===== src/rtl/sa_request_ctrl_pkg.sv =====
// Shared router types for the switch-allocation request controller.
// Port enumeration order is the encoding seen on route_i / out_port_o.
package sa_request_ctrl_pkg;
  localparam int in_Port_Cnt = 5;

  typedef enum logic [2:0] {LOCAL, NORTH, EAST, SOUTH, WEST} inout_Port;
  typedef enum logic {VC_IDLE, VC_ACTIVE} vc_state_t;
endpackage


===== src/rtl/sa_request_ctrl_if.sv =====
// Controller <-> router datapath/allocator bundle.
// master drives flits/routes/credits/grants; slave is the controller.
interface sa_request_ctrl_if
  import sa_request_ctrl_pkg::*;
#(
  parameter int vc_Num    = 4,
  parameter int BUF_DEPTH = 4
);
  localparam int CW = $clog2(BUF_DEPTH + 1);

  logic      [in_Port_Cnt-1:0][vc_Num-1:0] flit_valid_i;
  logic      [in_Port_Cnt-1:0][vc_Num-1:0] flit_head_i;
  logic      [in_Port_Cnt-1:0][vc_Num-1:0] flit_tail_i;
  inout_Port [in_Port_Cnt-1:0][vc_Num-1:0] route_i;
  logic      [in_Port_Cnt-1:0]             credit_ret_i;
  logic      [in_Port_Cnt-1:0][vc_Num-1:0] grant_i;
  logic      [in_Port_Cnt-1:0][vc_Num-1:0] request_o;
  inout_Port [in_Port_Cnt-1:0][vc_Num-1:0] out_port_o;
  logic      [in_Port_Cnt-1:0][vc_Num-1:0] pop_o;
  logic      [in_Port_Cnt-1:0][CW-1:0]     credit_cnt_o;
  logic                                    err_o;

  modport master (
    output flit_valid_i, flit_head_i, flit_tail_i, route_i, credit_ret_i, grant_i,
    input  request_o, out_port_o, pop_o, credit_cnt_o, err_o
  );

  modport slave (
    input  flit_valid_i, flit_head_i, flit_tail_i, route_i, credit_ret_i, grant_i,
    output request_o, out_port_o, pop_o, credit_cnt_o, err_o
  );
endinterface


===== src/rtl/sa_request_ctrl_credit_counter.sv =====
// Downstream credit counter for one output port; saturates at BUF_DEPTH
// and flags a return that would overflow it.
module sa_request_ctrl_credit_counter #(
  parameter int BUF_DEPTH = 4,
  parameter int CW        = $clog2(BUF_DEPTH + 1)
) (
  input  logic          clk,
  input  logic          rst,
  input  logic          inc,
  input  logic          dec,
  output logic [CW-1:0] cnt,
  output logic          ovf
);
  localparam logic [CW-1:0] FULL = CW'(BUF_DEPTH);

  logic [CW-1:0] cnt_q;

  assign cnt = cnt_q;
  assign ovf = inc && !dec && (cnt_q == FULL);

  always_ff @(posedge clk) begin
    if (rst) begin
      cnt_q <= FULL;
    end else if (inc && !dec) begin
      if (cnt_q != FULL) cnt_q <= cnt_q + CW'(1);
    end else if (dec && !inc) begin
      // requests are gated on nonzero credit, so the zero guard is defensive
      if (cnt_q != '0) cnt_q <= cnt_q - CW'(1);
    end
  end
endmodule


===== src/rtl/sa_request_ctrl.sv =====
// Switch-allocation request controller: per-VC packet FSMs, per-output
// credit tracking, and grant consumption in front of the allocator.
module sa_request_ctrl
  import sa_request_ctrl_pkg::*;
#(
  parameter int vc_Num    = 4,
  parameter int BUF_DEPTH = 4
) (
  input  logic               clk,
  input  logic               rst,
  sa_request_ctrl_if.slave   bus
);
  localparam int CW = $clog2(BUF_DEPTH + 1);

  logic      [in_Port_Cnt-1:0][vc_Num-1:0] request;
  logic      [in_Port_Cnt-1:0][vc_Num-1:0] legal;
  logic      [in_Port_Cnt-1:0][vc_Num-1:0] idle_bad;
  inout_Port [in_Port_Cnt-1:0][vc_Num-1:0] out_port;
  logic      [in_Port_Cnt-1:0][CW-1:0]     credit_cnt;
  logic      [in_Port_Cnt-1:0]             dec, multi, ovf;
  logic                                    err_q;

  for (genvar p = 0; p < in_Port_Cnt; p++) begin : g_port
    for (genvar v = 0; v < vc_Num; v++) begin : g_vc
      vc_state_t st_q, st_d;
      inout_Port op_q, op_d;

      always_ff @(posedge clk) begin
        if (rst) begin
          st_q <= VC_IDLE;
          op_q <= LOCAL;
        end else begin
          st_q <= st_d;
          op_q <= op_d;
        end
      end

      always_comb begin
        st_d = st_q;
        op_d = op_q;
        case (st_q)
          VC_IDLE: begin
            if (bus.flit_valid_i[p][v] && bus.flit_head_i[p][v]) begin
              st_d = VC_ACTIVE;
              op_d = bus.route_i[p][v];
            end
          end
          VC_ACTIVE: begin
            if (legal[p][v] && bus.flit_tail_i[p][v]) st_d = VC_IDLE;
          end
          default: st_d = VC_IDLE;
        endcase
      end

      assign request[p][v]  = (st_q == VC_ACTIVE) && bus.flit_valid_i[p][v] &&
                              (credit_cnt[op_q] != '0);
      assign legal[p][v]    = bus.grant_i[p][v] && request[p][v];
      assign idle_bad[p][v] = (st_q == VC_IDLE) && bus.flit_valid_i[p][v] &&
                              !bus.flit_head_i[p][v];
      assign out_port[p][v] = op_q;
    end
  end

  // A second legal grant to the same output is a protocol error; debit once.
  always_comb begin
    dec   = '0;
    multi = '0;
    for (int o = 0; o < in_Port_Cnt; o++) begin
      for (int p = 0; p < in_Port_Cnt; p++) begin
        for (int v = 0; v < vc_Num; v++) begin
          if (legal[p][v] && (out_port[p][v] == inout_Port'(o))) begin
            if (dec[o]) multi[o] = 1'b1;
            dec[o] = 1'b1;
          end
        end
      end
    end
  end

  for (genvar o = 0; o < in_Port_Cnt; o++) begin : g_cred
    sa_request_ctrl_credit_counter #(.BUF_DEPTH(BUF_DEPTH), .CW(CW)) u_cnt (
      .clk (clk),
      .rst (rst),
      .inc (bus.credit_ret_i[o]),
      .dec (dec[o]),
      .cnt (credit_cnt[o]),
      .ovf (ovf[o])
    );
  end

  always_ff @(posedge clk) begin
    if (rst) err_q <= 1'b0;
    else     err_q <= err_q | (|idle_bad) | (|(bus.grant_i & ~request)) |
                      (|multi) | (|ovf);
  end

  assign bus.request_o    = request;
  assign bus.pop_o        = legal;
  assign bus.out_port_o   = out_port;
  assign bus.credit_cnt_o = credit_cnt;
  assign bus.err_o        = err_q;
endmodule


===== src/flat_wrapper.sv =====
// flat-port wrapper written by rule: the top's interface ports become plain ports
module sa_request_ctrl_flat import sa_request_ctrl_pkg::*;
#(
  parameter int vc_Num    = 4,
  parameter int BUF_DEPTH = 4
)
  (clk, rst, bus_flit_valid_i, bus_flit_head_i, bus_flit_tail_i, bus_route_i, bus_credit_ret_i, bus_grant_i, bus_request_o, bus_out_port_o, bus_pop_o, bus_credit_cnt_o, bus_err_o);
  sa_request_ctrl_if #(.vc_Num(vc_Num), .BUF_DEPTH(BUF_DEPTH)) bus_i ();
  input  logic clk;
  input  logic rst;
  input wire logic [$bits(bus_i.flit_valid_i)-1:0] bus_flit_valid_i;
  input wire logic [$bits(bus_i.flit_head_i)-1:0] bus_flit_head_i;
  input wire logic [$bits(bus_i.flit_tail_i)-1:0] bus_flit_tail_i;
  input wire logic [$bits(bus_i.route_i)-1:0] bus_route_i;
  input wire logic [$bits(bus_i.credit_ret_i)-1:0] bus_credit_ret_i;
  input wire logic [$bits(bus_i.grant_i)-1:0] bus_grant_i;
  output wire logic [$bits(bus_i.request_o)-1:0] bus_request_o;
  output wire logic [$bits(bus_i.out_port_o)-1:0] bus_out_port_o;
  output wire logic [$bits(bus_i.pop_o)-1:0] bus_pop_o;
  output wire logic [$bits(bus_i.credit_cnt_o)-1:0] bus_credit_cnt_o;
  output wire logic [$bits(bus_i.err_o)-1:0] bus_err_o;
  assign bus_i.flit_valid_i = bus_flit_valid_i;
  assign bus_i.flit_head_i = bus_flit_head_i;
  assign bus_i.flit_tail_i = bus_flit_tail_i;
  assign bus_i.route_i = bus_route_i;
  assign bus_i.credit_ret_i = bus_credit_ret_i;
  assign bus_i.grant_i = bus_grant_i;
  assign bus_request_o = bus_i.request_o;
  assign bus_out_port_o = bus_i.out_port_o;
  assign bus_pop_o = bus_i.pop_o;
  assign bus_credit_cnt_o = bus_i.credit_cnt_o;
  assign bus_err_o = bus_i.err_o;
  sa_request_ctrl #(.vc_Num(vc_Num), .BUF_DEPTH(BUF_DEPTH)) u_core (.clk(clk), .rst(rst), .bus(bus_i));
endmodule

===== config.mk =====
export PLATFORM = sky130hd
export DESIGN_NAME = sa_request_ctrl_flat
export DESIGN_NICKNAME = d
export VERILOG_FILES = /design/src/rtl/sa_request_ctrl_pkg.sv /design/src/rtl/sa_request_ctrl_if.sv /design/src/rtl/sa_request_ctrl_credit_counter.sv /design/src/rtl/sa_request_ctrl.sv /design/src/flat_wrapper.sv
export SDC_FILE = /design/constraint.sdc
export NUM_CORES = 1
export LEC_CHECK = 0
export ABC_AREA = 1
export CORE_UTILIZATION = 52
export CTS_CLUSTER_SIZE = 25
export DETAILED_ROUTE_END_ITERATION = 8
export GPL_ROUTABILITY_DRIVEN = 0
export PLACE_DENSITY = 0.94
export SYNTH_ARGS = -nofsm -noshare
export SYNTH_HDL_FRONTEND = slang
export SYNTH_HIERARCHICAL = 1
export SYNTH_SLANG_ARGS = --single-unit

===== constraint.sdc =====
create_clock -name clk -period 6.9 [get_ports clk]
set_clock_uncertainty 0.2 [all_clocks]
set_input_delay 0.69 -clock clk [delete_from_list [all_inputs] [get_ports clk]]
set_output_delay 0.69 -clock clk [all_outputs]
set_load 0.01 [all_outputs]

-- Yosys cells after proc, flatten, opt, wreduce, memory -nomap -nowiden
Cells that the tools add are included.
- register bits after elaboration: 96
- bits in latches: 0
- bits in writable memories: 0
- memory bits (read-only): 0
- bits of input ports: 147
- output and inout port bits: 116
- word-level logic and storage cells: 976
- memories kept: 0
- $add $sub $neg: 10
- $mul: 0
- divide/modulo/power cells: 0
- order comparisons: 20
- equal/unequal tests: 95
- shifts and indexed selects: 0
- multiplexer cells: 410
- bitwise operators: 26
- reductions and logical operators: 369
- operators by type and width (kind ; number):
    1-bit 2-to-1 mux ; 330
    1-bit logical AND ; 255
    3-bit binary-select mux with 3-bit select ; 20
    3-bit by 2-bit == test with 1-bit output, second input constant ; 40
    3-bit 2-to-1 mux ; 40
    3-bit by 4-bit < comparator with 1-bit output, second input constant ; 20
    3-bit == test, second input constant ; 25
    3-bit nonzero test ; 25
    3-bit by 1-bit == test with 1-bit output, second input constant ; 20
    3-bit zero test ; 20
    1-bit one-hot mux with 2 select lines ; 20
    2-bit AND reduction ; 20
    20-bit OR reduction ; 2
    1-bit zero test ; 30
    20-bit bitwise AND ; 1
    1-bit NOT ; 20
    20-bit NOT ; 1
    2-bit nonzero test ; 10
    3-bit by 1-bit adder with 3-bit output, second input constant ; 5
    3-bit != test, second input constant ; 5
    3-bit AND reduction ; 5
    3-bit by 1-bit subtractor with 3-bit output, second input constant ; 5
    2-bit by 1-bit != test with 1-bit output, second input constant ; 5
    5-bit OR reduction ; 2
    1-bit bitwise OR ; 4

-- Longest topological paths before layout
Gate-level depths: netlist (run 1).
- depth in word-level cells: 48
- mapped depth: 48
- mapped depth without buffers: 48

-- Modules after synthesis
Netlist (run 1), hierarchy kept.
- by module, submodules not included (module ; instances ; cells an instance ; area each (sq um) ; seq. area each (sq um)):
    sa_request_ctrl ; 1 ; 1332 ; 7214.4 ; 1621.6
    sa_request_ctrl_credit_counter ; 5 ; 48 ; 281.5 ; 60.1

-- Worst setup path before layout (run 1)
OpenSTA, ideal clock, no wires.
- path kind: register to register
- start: reg u_core.g_cred[2].u_cnt.cnt_q[1]
- end: reg u_core.err_q, in the netlist u_core/bus.err_o
- library setup time: 0.132 ns
- arrival time: 4.392 ns
- data required time: 6.568 ns
- setup slack: 2.176 ns
- cell stages (with the launch flop): 45
- buffers on the path: 1
- clock period less this slack: 4.724 ns
- cells stage by stage: dfxtp_1 nor2_1 nand2_2 buf_6 nand2_1 nand3_1 nand2_1 nand2_1 nand2_1 nor2_1 inv_1 nor3_1 nor3_2 nand4_1 nor2_2 nand3_2 nor2_2 nand3b_1 (+9 left out) nor3_1 nand2_1 a21oi_1 nand3_1 nor2_1 nand2_1 nor2_1 nand3_1 nor2_1 nand3_1 nor2_1 nand4_1 nor2_1 nand3_1 nor2_1 nand3_1 nor2_1 a21oi_1
- elaborated cells between the ends (all ways): 514
- those cells by class: eq/ne (1); mux (330); bitwise (5); reduce/logical (178)
- RTL lines (item ; line ; source):
    start: declaration ; sa_request_ctrl_credit_counter.sv:16 ; logic [CW-1:0] cnt_q;
    start signal: assignment ; sa_request_ctrl_credit_counter.sv:25 ; if (cnt_q != FULL) cnt_q <= cnt_q + CW'(1);
    start signal: assignment ; sa_request_ctrl_credit_counter.sv:28 ; if (cnt_q != '0) cnt_q <= cnt_q - CW'(1);
    3-bit binary-select mux with 3-bit select ; sa_request_ctrl.sv:56 ; (credit_cnt[op_q] != '0);
    3-bit 2-to-1 mux (implied by the code) ; sa_request_ctrl.sv:56 ;
    3-bit nonzero test ; sa_request_ctrl.sv:56 ;
    1-bit logical AND ; sa_request_ctrl.sv:55 ; assign request[p][v] = (st_q == VC_ACTIVE) && bus.flit_valid_i[p][v] &&
    1-bit logical AND ; sa_request_ctrl.sv:57 ; assign legal[p][v] = bus.grant_i[p][v] && request[p][v];
    via bus_pop_o[7] ; flat_wrapper.sv:19 ; output wire logic [$bits(bus_i.pop_o)-1:0] bus_pop_o;
    1-bit logical AND ; sa_request_ctrl.sv:71 ; if (legal[p][v] && (out_port[p][v] == inout_Port'(o))) begin
    1-bit 2-to-1 mux (13 in a row) ; sa_request_ctrl.sv:71 ;
    via u_core.dec[2] ; sa_request_ctrl.sv:20 ; logic [in_Port_Cnt-1:0] dec, multi, ovf;
    1-bit zero test ; sa_request_ctrl_credit_counter.sv:19 ; assign ovf = inc && !dec && (cnt_q == FULL);
    1-bit logical AND (2 in a row) ; sa_request_ctrl_credit_counter.sv:19 ;
    via u_core.ovf[2] ; sa_request_ctrl.sv:20 ;
    5-bit OR reduction ; sa_request_ctrl.sv:94 ; (|multi) | (|ovf);
    1-bit bitwise OR ; sa_request_ctrl.sv:94 ;
    end signal: assignment ; sa_request_ctrl.sv:93 ; else err_q <= err_q | (|idle_bad) | (|(bus.grant_i & ~request)) |
    end: declaration ; sa_request_ctrl.sv:21 ; logic err_q;
The timed path passes the listed nets, and every way through them passes these cells. The select of a mux whose other input is x is not followed.
A chain may end at the register's enable or synchronous reset.

-- Worst setup path after layout (run 1)
- start: reg u_core.g_cred[1].u_cnt.cnt_q[1]
- end: reg u_core.err_q, in the netlist u_core/bus.err_o
- elaborated cells between the ends (all ways): 514
- those cells by class: eq/ne (1); mux (330); bitwise (5); reduce/logical (178)
- RTL lines (item ; line):
    start: declaration ; sa_request_ctrl_credit_counter.sv:16
    start signal: assignment ; sa_request_ctrl_credit_counter.sv:25
    start signal: assignment ; sa_request_ctrl_credit_counter.sv:28
    3-bit binary-select mux with 3-bit select ; sa_request_ctrl.sv:56
    3-bit 2-to-1 mux (implied by the code) ; sa_request_ctrl.sv:56
    3-bit nonzero test ; sa_request_ctrl.sv:56
    1-bit logical AND ; sa_request_ctrl.sv:55
    1-bit logical AND ; sa_request_ctrl.sv:57
    1-bit logical AND ; sa_request_ctrl.sv:71
    1-bit 2-to-1 mux (19 in a row) ; sa_request_ctrl.sv:71
    1-bit 2-to-1 mux * ; sa_request_ctrl.sv:71
    via u_core.dec[4] ; sa_request_ctrl.sv:20
    1-bit zero test * ; sa_request_ctrl_credit_counter.sv:19
    1-bit logical AND * (2 in a row) ; sa_request_ctrl_credit_counter.sv:19
    via u_core.ovf[4] ; sa_request_ctrl.sv:20
    5-bit OR reduction * ; sa_request_ctrl.sv:94
    1-bit bitwise OR * ; sa_request_ctrl.sv:94
Mark *: on every way through the listed nets, which the timed path passes. The rest lies on a longest branch. The select of a mux whose other input is x is not followed.

==> results of run 1 <==
[through the flow]
| stage | hold WS, ps | total power [uW] | cell area [um2] | worst slack (ps) |
|---|---|---|---|---|
| 6_report | 283 | 2170 | 11800 | 1170 |
| 5_1_grt | 302 | 2300 | 11800 | 552 |
| 3_3_place_gp | 260 | 1560 | 11500 | 1580 |
| 2_1_floorplan | 252 | 1230 | 8620 | 2180 |
| 4_1_cts | 282 | 2150 | 11800 | 1250 |
| 3_5_place_dp | 270 | 1590 | 11500 | 1290 |
[synthesized netlist by cell type (all sizes together) (15+ instances only)]
cell	n	area, um2
a211oi	53	398
nand3b	15	113
ha	15	188
nand2	523	2010
inv	301	1130
a21oi	44	220
dfxtp	96	1920
o21ai	41	209
nand4	48	357
nor3	18	106
nand3	110	616
nor2	268	1090
[worst min path at each step]
stage                                                        start                                        to  depth (start not counted)
after floorplan           u_core/g_port[0].g_vc[0].st_q$_SDFF_PP0_  u_core/g_port[0].g_vc[0].st_q$_SDFF_PP0_                          2
after global placement    u_core/g_port[3].g_vc[1].st_q$_SDFF_PP0_  u_core/g_port[3].g_vc[1].st_q$_SDFF_PP0_                          2
after detailed placement  u_core/g_port[1].g_vc[2].st_q$_SDFF_PP0_  u_core/g_port[1].g_vc[2].st_q$_SDFF_PP0_                          2
after CTS                 u_core/g_port[4].g_vc[2].st_q$_SDFF_PP0_  u_core/g_port[4].g_vc[2].st_q$_SDFF_PP0_                          2
after global routing      u_core/g_port[0].g_vc[3].st_q$_SDFF_PP0_  u_core/g_port[0].g_vc[3].st_q$_SDFF_PP0_                          2
final                     u_core/g_port[4].g_vc[2].st_q$_SDFF_PP0_  u_core/g_port[4].g_vc[2].st_q$_SDFF_PP0_                          2
[routing by layer]
layer | vias to the layer above | part of all wire [%] | wire (um) | GRT usage, %
met1 | 4962 | 39 | 12000 | 41.4
met2 | 668 | 46 | 14100 | 60.2
li1 | 5432 | - | - | -
met4 | 0 | 4.7 | 1430 | 20.1
met5 | - | 0 | 0 | 0
met3 | 122 | 9.9 | 3000 | 6.92
[state kept, by name, summed over array words and instances (netlist names)]
name and flops:
u_core/bus.err_o 1, u_core/g_cred.u_cnt/cnt 15, u_core/g_port.g_vc.op_q 60, u_core/g_port.g_vc.st_q 20
[area by class of cell]
type	count	area, um2	area share (%)
Multi-Input combinational cell	1160	5490	46.6
Sequential cell	96	1920	16.3
Timing Repair Buffer	265	2640	22.4
Inverter	301	1130	9.59
Clock buffer	11	243	2.06
Clock inverter	5	80.1	0.680
Tap cell	216	270	2.29
[cells by family after synthesis]
kind of cell             after synthesis
AO/OA/AOI/OAI                        149
XOR/XNOR                               5
adder cells (fa/ha/maj)               15
buffers and inverters                316
flip-flops                            96
AND/OR/NAND/NOR                      991
[cells in the final DEF (no fill, tap or decap), types with 9 or more instances in the layout]
master | netlist | routed
sky130_fd_sc_hd__clkbuf_16 | 0 | 9
sky130_fd_sc_hd__nand3b_1 | 15 | 15
sky130_fd_sc_hd__nand2_1 | 504 | 504
sky130_fd_sc_hd__nand4_1 | 39 | 39
sky130_fd_sc_hd__nand3_2 | 13 | 13
sky130_fd_sc_hd__a21oi_1 | 44 | 44
sky130_fd_sc_hd__nor3_1 | 16 | 16
sky130_fd_sc_hd__nand3_1 | 97 | 97
sky130_fd_sc_hd__dfxtp_1 | 96 | 96
sky130_fd_sc_hd__o21ai_0 | 39 | 39
sky130_fd_sc_hd__nor2_2 | 23 | 23
sky130_fd_sc_hd__nand4_2 | 9 | 9
sky130_fd_sc_hd__nand2_2 | 19 | 19
sky130_fd_sc_hd__inv_1 | 297 | 297
sky130_fd_sc_hd__a211oi_1 | 53 | 53
sky130_fd_sc_hd__clkdlybuf4s50_1 | 0 | 261
sky130_fd_sc_hd__nor2_1 | 241 | 241
sky130_fd_sc_hd__ha_1 | 15 | 15
[power groups by stage]
stage | logic (uW) | clock network [uW] | registers, uW
global route | 1000 | 584 | 711
finish | 913 | 558 | 701
global placement | 855 | 0 | 706
floorplan | 515 | 0 | 714
detailed placement | 884 | 0 | 711
CTS | 892 | 559 | 699
[worst min-delay path, cell delays in order (launching register included)]
cell                      delay (ps)
sky130_fd_sc_hd__dfxtp_1         320
sky130_fd_sc_hd__nand2_1          60
sky130_fd_sc_hd__a21oi_1          50
==> run_results.csv, run 1 <==
group,metric,value,unit
worst_setup_path,worst_setup_path_endpoint,"u_core/bus.err_o$_SDFF_PP0_",
finish,drive_above_1_share,5.39,%
logic_synthesis,ys_types,35,
routing,detail_route.wirelength,30500,um
die,number_of_primary_i_o_pins,263,
logic_synthesis,combinational_family_with_the_most_area_after_synthesis,"simple AND/OR/NAND/NOR gates",
sta,setup-violations-final,0,
die,die_h,131,um
sta,max_slew_margin,34.4,%
worst_setup_path,critical_path_rt,6900,ps
global_route,antenna_found_initial,0,
power,power-per-cell-area,184,nW/um2
logic_synthesis,synth_area,8620,um2
hold_path,timing.hold.worst.class,"flop to flop",
clock_network,cts-htree-levels,3,
clock_network,clockRootBuffer,"sky130_fd_sc_hd__clkbuf_16",
worst_setup_path,reg2regPathDepth,43,
finish,num_antenna_cells,0,
routing,viasPerCell,5.44,
clock_network,tritoncts,"yes",
logic_synthesis,mappedNetlistNets,1734,
worst_setup_path,timing.critical_path.to_type,"flop",
worst_setup_path,r2r_slack,1170,ps
logic_synthesis,ys_warn_count,6,
power,power.sequential.fraction,32.3,%
die,die-area,17100,um2
logic_synthesis,ys_ff_latch,96,
worst_setup_path,critical_path.n_buffers_inverters,3,
logic_synthesis,async_flop_share,0,%
power,internal_power_contribution,1320,uW
clock_network,number_of_buffers_on_the_longest_clock_path,2,
power,clockPowerShare,25.7,%
clock_network,cts.sink_count,96,
logic_synthesis,synthesis.area_per_instance,5.48,um2
worst_setup_path,critPathMaxStageDelay,500,ps
clock_network,cts_repair_resize_count,0,
worst_setup_path,path_common_cell,"sky130_fd_sc_hd__nor2_1",
routing,drt_iter0_drc,1211,
routing,drc_errors,0,
logic_synthesis,synthesis.instances,1572,
logic_synthesis,synth-xor-area-share,0.508,%
logic_synthesis,synth-compound-area-share,10.5,%
power,power.ir.vdd_worst,0.000125,V
global_route,grt_pass1_vias,10300,
sta,clock.fmax,175,MHz
worst_setup_path,critical_path.startpoint,"u_core/g_cred[1].u_cnt/cnt[1]$_SDFFE_PP0P_",
logic_synthesis,synthesized_area_fraction_occupied_by_and_or_nand_nor_cells,50.5,%
logic_synthesis,most_used_dff_post_synth,"sky130_fd_sc_hd__dfxtp_1",
die,coreArea,16100,um2
power,switching_share,39.1,%
sta,worst_slew_pin_slew,984,ps
global_route,grt_pass1_wl,47400,um
worst_setup_path,ff_to_ff_end,"u_core/bus.err_o$_SDFF_PP0_",
logic_synthesis,synth_enable_flop_cells,0,
die,fp.dieW,131,um
place,detailedPlacementHpwl,24200,um
clock_network,clkTransAtPathRegs,70,ps
worst_setup_path,critical_path.top_delay_family,"simple AND/OR/NAND/NOR gates",
worst_setup_path,timing.critical_path.from_type,"flop",
logic_synthesis,mux_cell_area_share_after_synthesis,0,%
worst_setup_path,critical_path_arrival,5730,ps
place,placed_cells_incl_taps,2038,
worst_setup_path,crit_path_top_delay_cell,"sky130_fd_sc_hd__dfxtp_1",
sta,timing.final.crit_share,83.0,%
finish,areaGrowthSynthToFinish,36.6,%
finish,final_cells,2054,
sta,finalWorstPathRequiredPeriod,5730,ps
die,std_cell_rows,46,
power,pwr-share-comb,42.0,%
clock_network,cts_hold_buf,0,
logic_synthesis,synth_adder_area_share,2.18,%
sta,rsz0062_at_grt,"no",
finish,finish.utilization,73.3,%
run_status,status,"finished, final reports clean",
worst_setup_path,reg2reg_from,"u_core/g_cred[1].u_cnt/cnt[1]$_SDFFE_PP0P_",
clock_network,clkLatencyLatePin,350,ps
routing,wl_per_instance,14.8,um
die,floorplan.initialDensity,53.7,%
worst_setup_path,timing.critical_path.depth,43,
worst_setup_path,worst-setup-path-type,"flop to flop",
clock_network,cts_setup_buffers,0,
logic_synthesis,ys_seq_area_share,22.3,%
finish,num-nets-final,1995,
finish,fillers,1342,
clock_network,cts_inserted_buffers,9,
sta,drv_slew,0,
routing,first_pass_iters,6,
worst_setup_path,path_max_fanout,19,
place,numPortBuffers,262,
global_route,grt_start_max_net_pins,86,
job,drv.max_cap_violation_count,0,
routing,num_vias,11184,
global_route,grt.overflow.total,0,
global_route,global_route_total_usage_across_every_layer,35.3,%
sta,timing.final.hold_violations,0,
power,switching_power,849,uW
sta,tns,0,ps
routing,ant_nets,0,
power,static-leakage-power,0.00613,uW
Note: power is estimated with default switching activity, not from simulation.
==> run 2, diff against run 1 <==
--- a/config.mk
+++ b/config.mk
@@ -6,11 +6,11 @@
 export NUM_CORES = 1
 export LEC_CHECK = 0
 export ABC_AREA = 1
-export CORE_UTILIZATION = 52
+export CORE_UTILIZATION = 49
 export CTS_CLUSTER_SIZE = 25
 export DETAILED_ROUTE_END_ITERATION = 8
 export GPL_ROUTABILITY_DRIVEN = 0
-export PLACE_DENSITY = 0.94
+export PLACE_DENSITY = 0.89
 export SYNTH_ARGS = -nofsm -noshare
 export SYNTH_HDL_FRONTEND = slang
 export SYNTH_HIERARCHICAL = 1
==> constraint.sdc (replaced) <==
create_clock -name clk -period 5.8 [get_ports clk]
set_clock_uncertainty 0.2 [all_clocks]
set_input_delay 0.58 -clock clk [delete_from_list [all_inputs] [get_ports clk]]
set_output_delay 0.58 -clock clk [all_outputs]
set_load 0.01 [all_outputs]
==> run 2 against run 1 <==
Die area rose by 6.0%; final cell count grew 0.78%; maximum frequency grew 8.3%; power increased by 19%; count of clock-buffer cells in the layout did not move; via count down 2.1%; sequential share of layout area decreased by 0.12 points; critical path type unchanged; first-iteration DRC count down 14%; critical path depth unchanged; largest cell class unchanged.
==> run_results.csv, run 2 (same netlist as run 1, synthesis figures left out) <==
group,metric,value,unit
routing,drc_errors,0,
finish,drive_above_1_share,6.18,%
global_route,grt.overflow.total,0,
worst_setup_path,timing.critical_path.to_type,"flop",
finish,max_reg_flops,60,
worst_setup_path,critical_path_rt,5820,ps
die,die_h,135,um
clock_network,cts-htree-levels,3,
power,power.sequential.fraction,32.1,%
hold_path,timing.hold.worst.class,"flop to flop",
routing,first_pass_iters,8,
place,detailedPlacementHpwl,24200,um
die,fp.dieW,135,um
power,pwr-share-comb,43.4,%
routing,wl_per_instance,14.5,um
worst_setup_path,worst-setup-path-type,"flop to flop",
clock_network,tritoncts,"yes",
finish,num-nets-final,2003,
power,switching_share,38.8,%
finish,final_cells,2070,
sta,max_slew_margin,45.0,%
worst_setup_path,timing.critical_path.from_type,"flop",
die,std_cell_rows,48,
worst_setup_path,critPathMaxStageDelay,490,ps
power,internal_power_contribution,1590,uW
power,power.ir.vdd_worst,0.000178,V
power,static-leakage-power,0.00618,uW
clock_network,cts_inserted_buffers,9,
finish,design_area_final,11900,um2
run_status,status,"finished, final reports clean",
power,report.power.total,2590,uW
die,floorplan.initialDensity,50.0,%
place,placed_cells_incl_taps,2053,
routing,num_vias,10950,
sta,worst_slew_pin_slew,825,ps
finish,num_antenna_cells,0,
die,number_of_primary_i_o_pins,263,
worst_setup_path,path_common_cell,"sky130_fd_sc_hd__nor2_1",
routing,viasPerCell,5.29,
global_route,antenna_found_initial,0,
global_route,grt_pass1_wl,47500,um
worst_setup_path,crit_path_top_delay_cell,"sky130_fd_sc_hd__dfxtp_1",
worst_setup_path,critical_path_arrival,5310,ps
sta,clock.fmax,189,MHz
finish,final_common_cell,"sky130_fd_sc_hd__nand2_1",
place,numPortBuffers,262,
job,drv.max_cap_violation_count,0,
routing,ant_nets,0,
finish,fillers,1491,
global_route,grt_start_max_net_pins,47,
routing,drt_iter0_drc,1040,
place,dpl-instance-area,11500,um2
worst_setup_path,path_max_fanout,12,
sta,drv_slew,0,
sta,rsz0062_at_grt,"no",
worst_setup_path,critical_path.top_delay_family,"simple AND/OR/NAND/NOR gates",
sta,tns,0,ps
global_route,grt_pass1_vias,10072,
finish,commonest_cells_after_routing_fill_and_taps_aside,"sky130_fd_sc_hd__nand2_1 (503), sky130_fd_sc_hd__inv_1 (297), sky130_fd_sc_hd__clkdlybuf4s50_1 (261)",
global_route,global_route_total_usage_across_every_layer,32.7,%
sta,finalWorstPathRequiredPeriod,5290,ps
sta,timing.final.hold_violations,0,
power,power-per-cell-area,218,nW/um2
sta,setup-violations-final,0,
finish,areaGrowthSynthToFinish,37.8,%
clock_network,clkTransAtPathRegs,70,ps
clock_network,clkLatencyLatePin,350,ps
finish,regArea,1920,um2
sta,timing.final.crit_share,91.2,%
clock_network,cts_hold_buf,0,
clock_network,number_of_buffers_on_the_longest_clock_path,2,
finish,largest_register,"u_core/g_port.g_vc.op_q",
finish,area_occupied_by_multi_input_gates,5530,um2
clock_network,cts.sink_count,96,
power,clockPowerShare,24.5,%
die,die-area,18100,um2
worst_setup_path,critical_path.n_buffers_inverters,4,
power,switching_power,1000,uW
routing,detail_route.wirelength,30000,um
die,coreArea,17200,um2
clock_network,clockRootBuffer,"sky130_fd_sc_hd__clkbuf_16",
==> run 2: cell count changes in the layout (fill, tap and decap cells not counted), moves of 3 or more <==
cell / delta
sky130_fd_sc_hd__buf_4: +7
sky130_fd_sc_hd__nor2_1: -4
sky130_fd_sc_hd__nor2_2: +4
sky130_fd_sc_hd__nand2_4: +3
==> run 2: area by class of cell <==
cell class / count / share of cell area (%)
inverters: 301 / 9.51
clock inverters: 4 / 0.590
flip-flops and latches: 96 / 16.2
repair buffers: 273 / 22.8
multi-input cells: 1160 / 46.5
well taps: 225 / 2.37
clock buffers: 11 / 1.96
==> run 2: routing by layer <==
layer	up-vias	wire length, um	GRT usage, %
li1	5453	-	-
met1	4861	12300	40.2
met2	549	14100	56.4
met3	87	2740	6.53
met4	0	938	12.0
met5	-	0	0
==> run 2: repair_timing <==
| item | 4_1_cts | 5_1_grt |
|---|---|---|
| setup buffers | 0 | 2 |
| setup endpoints to repair | 0 | 1 |
| resized for setup | 0 | 12 |
==> run 2: final timing paths <==
check             depth (start not counted)  slack, ps                                        to                                  startpoint
setup / recovery                         43        510               u_core/bus.err_o$_SDFF_PP0_  u_core/g_cred[3].u_cnt/cnt[1]$_SDFFE_PP0P_
hold / removal                            2        280  u_core/g_port[3].g_vc[2].st_q$_SDFF_PP0_    u_core/g_port[3].g_vc[2].st_q$_SDFF_PP0_
setup reg to reg                         43        510               u_core/bus.err_o$_SDFF_PP0_  u_core/g_cred[3].u_cnt/cnt[1]$_SDFFE_PP0P_
hold reg to reg                           2        280  u_core/g_port[3].g_vc[2].st_q$_SDFF_PP0_    u_core/g_port[3].g_vc[2].st_q$_SDFF_PP0_
==> run 2: worst register-to-register path: cells and delay by family, from the launching register on <==
kind,cells,cell delay [ps]
and+or+nand+nor,36,3700
DFF,1,490
buffers and inverters,4,330
adders and majority gates,1,250
AOI/OAI and AO/OA,2,180
==> run 2: power by group through the flow <==
stage          combinational, uW  sequential [uW]  clock (uW)
3_3_place_gp                1050              837           0
2_1_floorplan                613              850           0
3_5_place_dp                1080              841           0
6_report                    1120              831         635
4_1_cts                     1080              827         643
5_1_grt                     1230              842         677
==> run 2: through the flow <==
stage | hold WS, ps | setup WS [ps] | util, %
floorplan | 252 | 1080 | -
global route | 310 | 14.1 | 68.9
global placement | 259 | 600 | 66.8
finish | 280 | 510 | 68.9
detailed placement | 265 | 423 | 66.8
CTS | 276 | 431 | 68.5
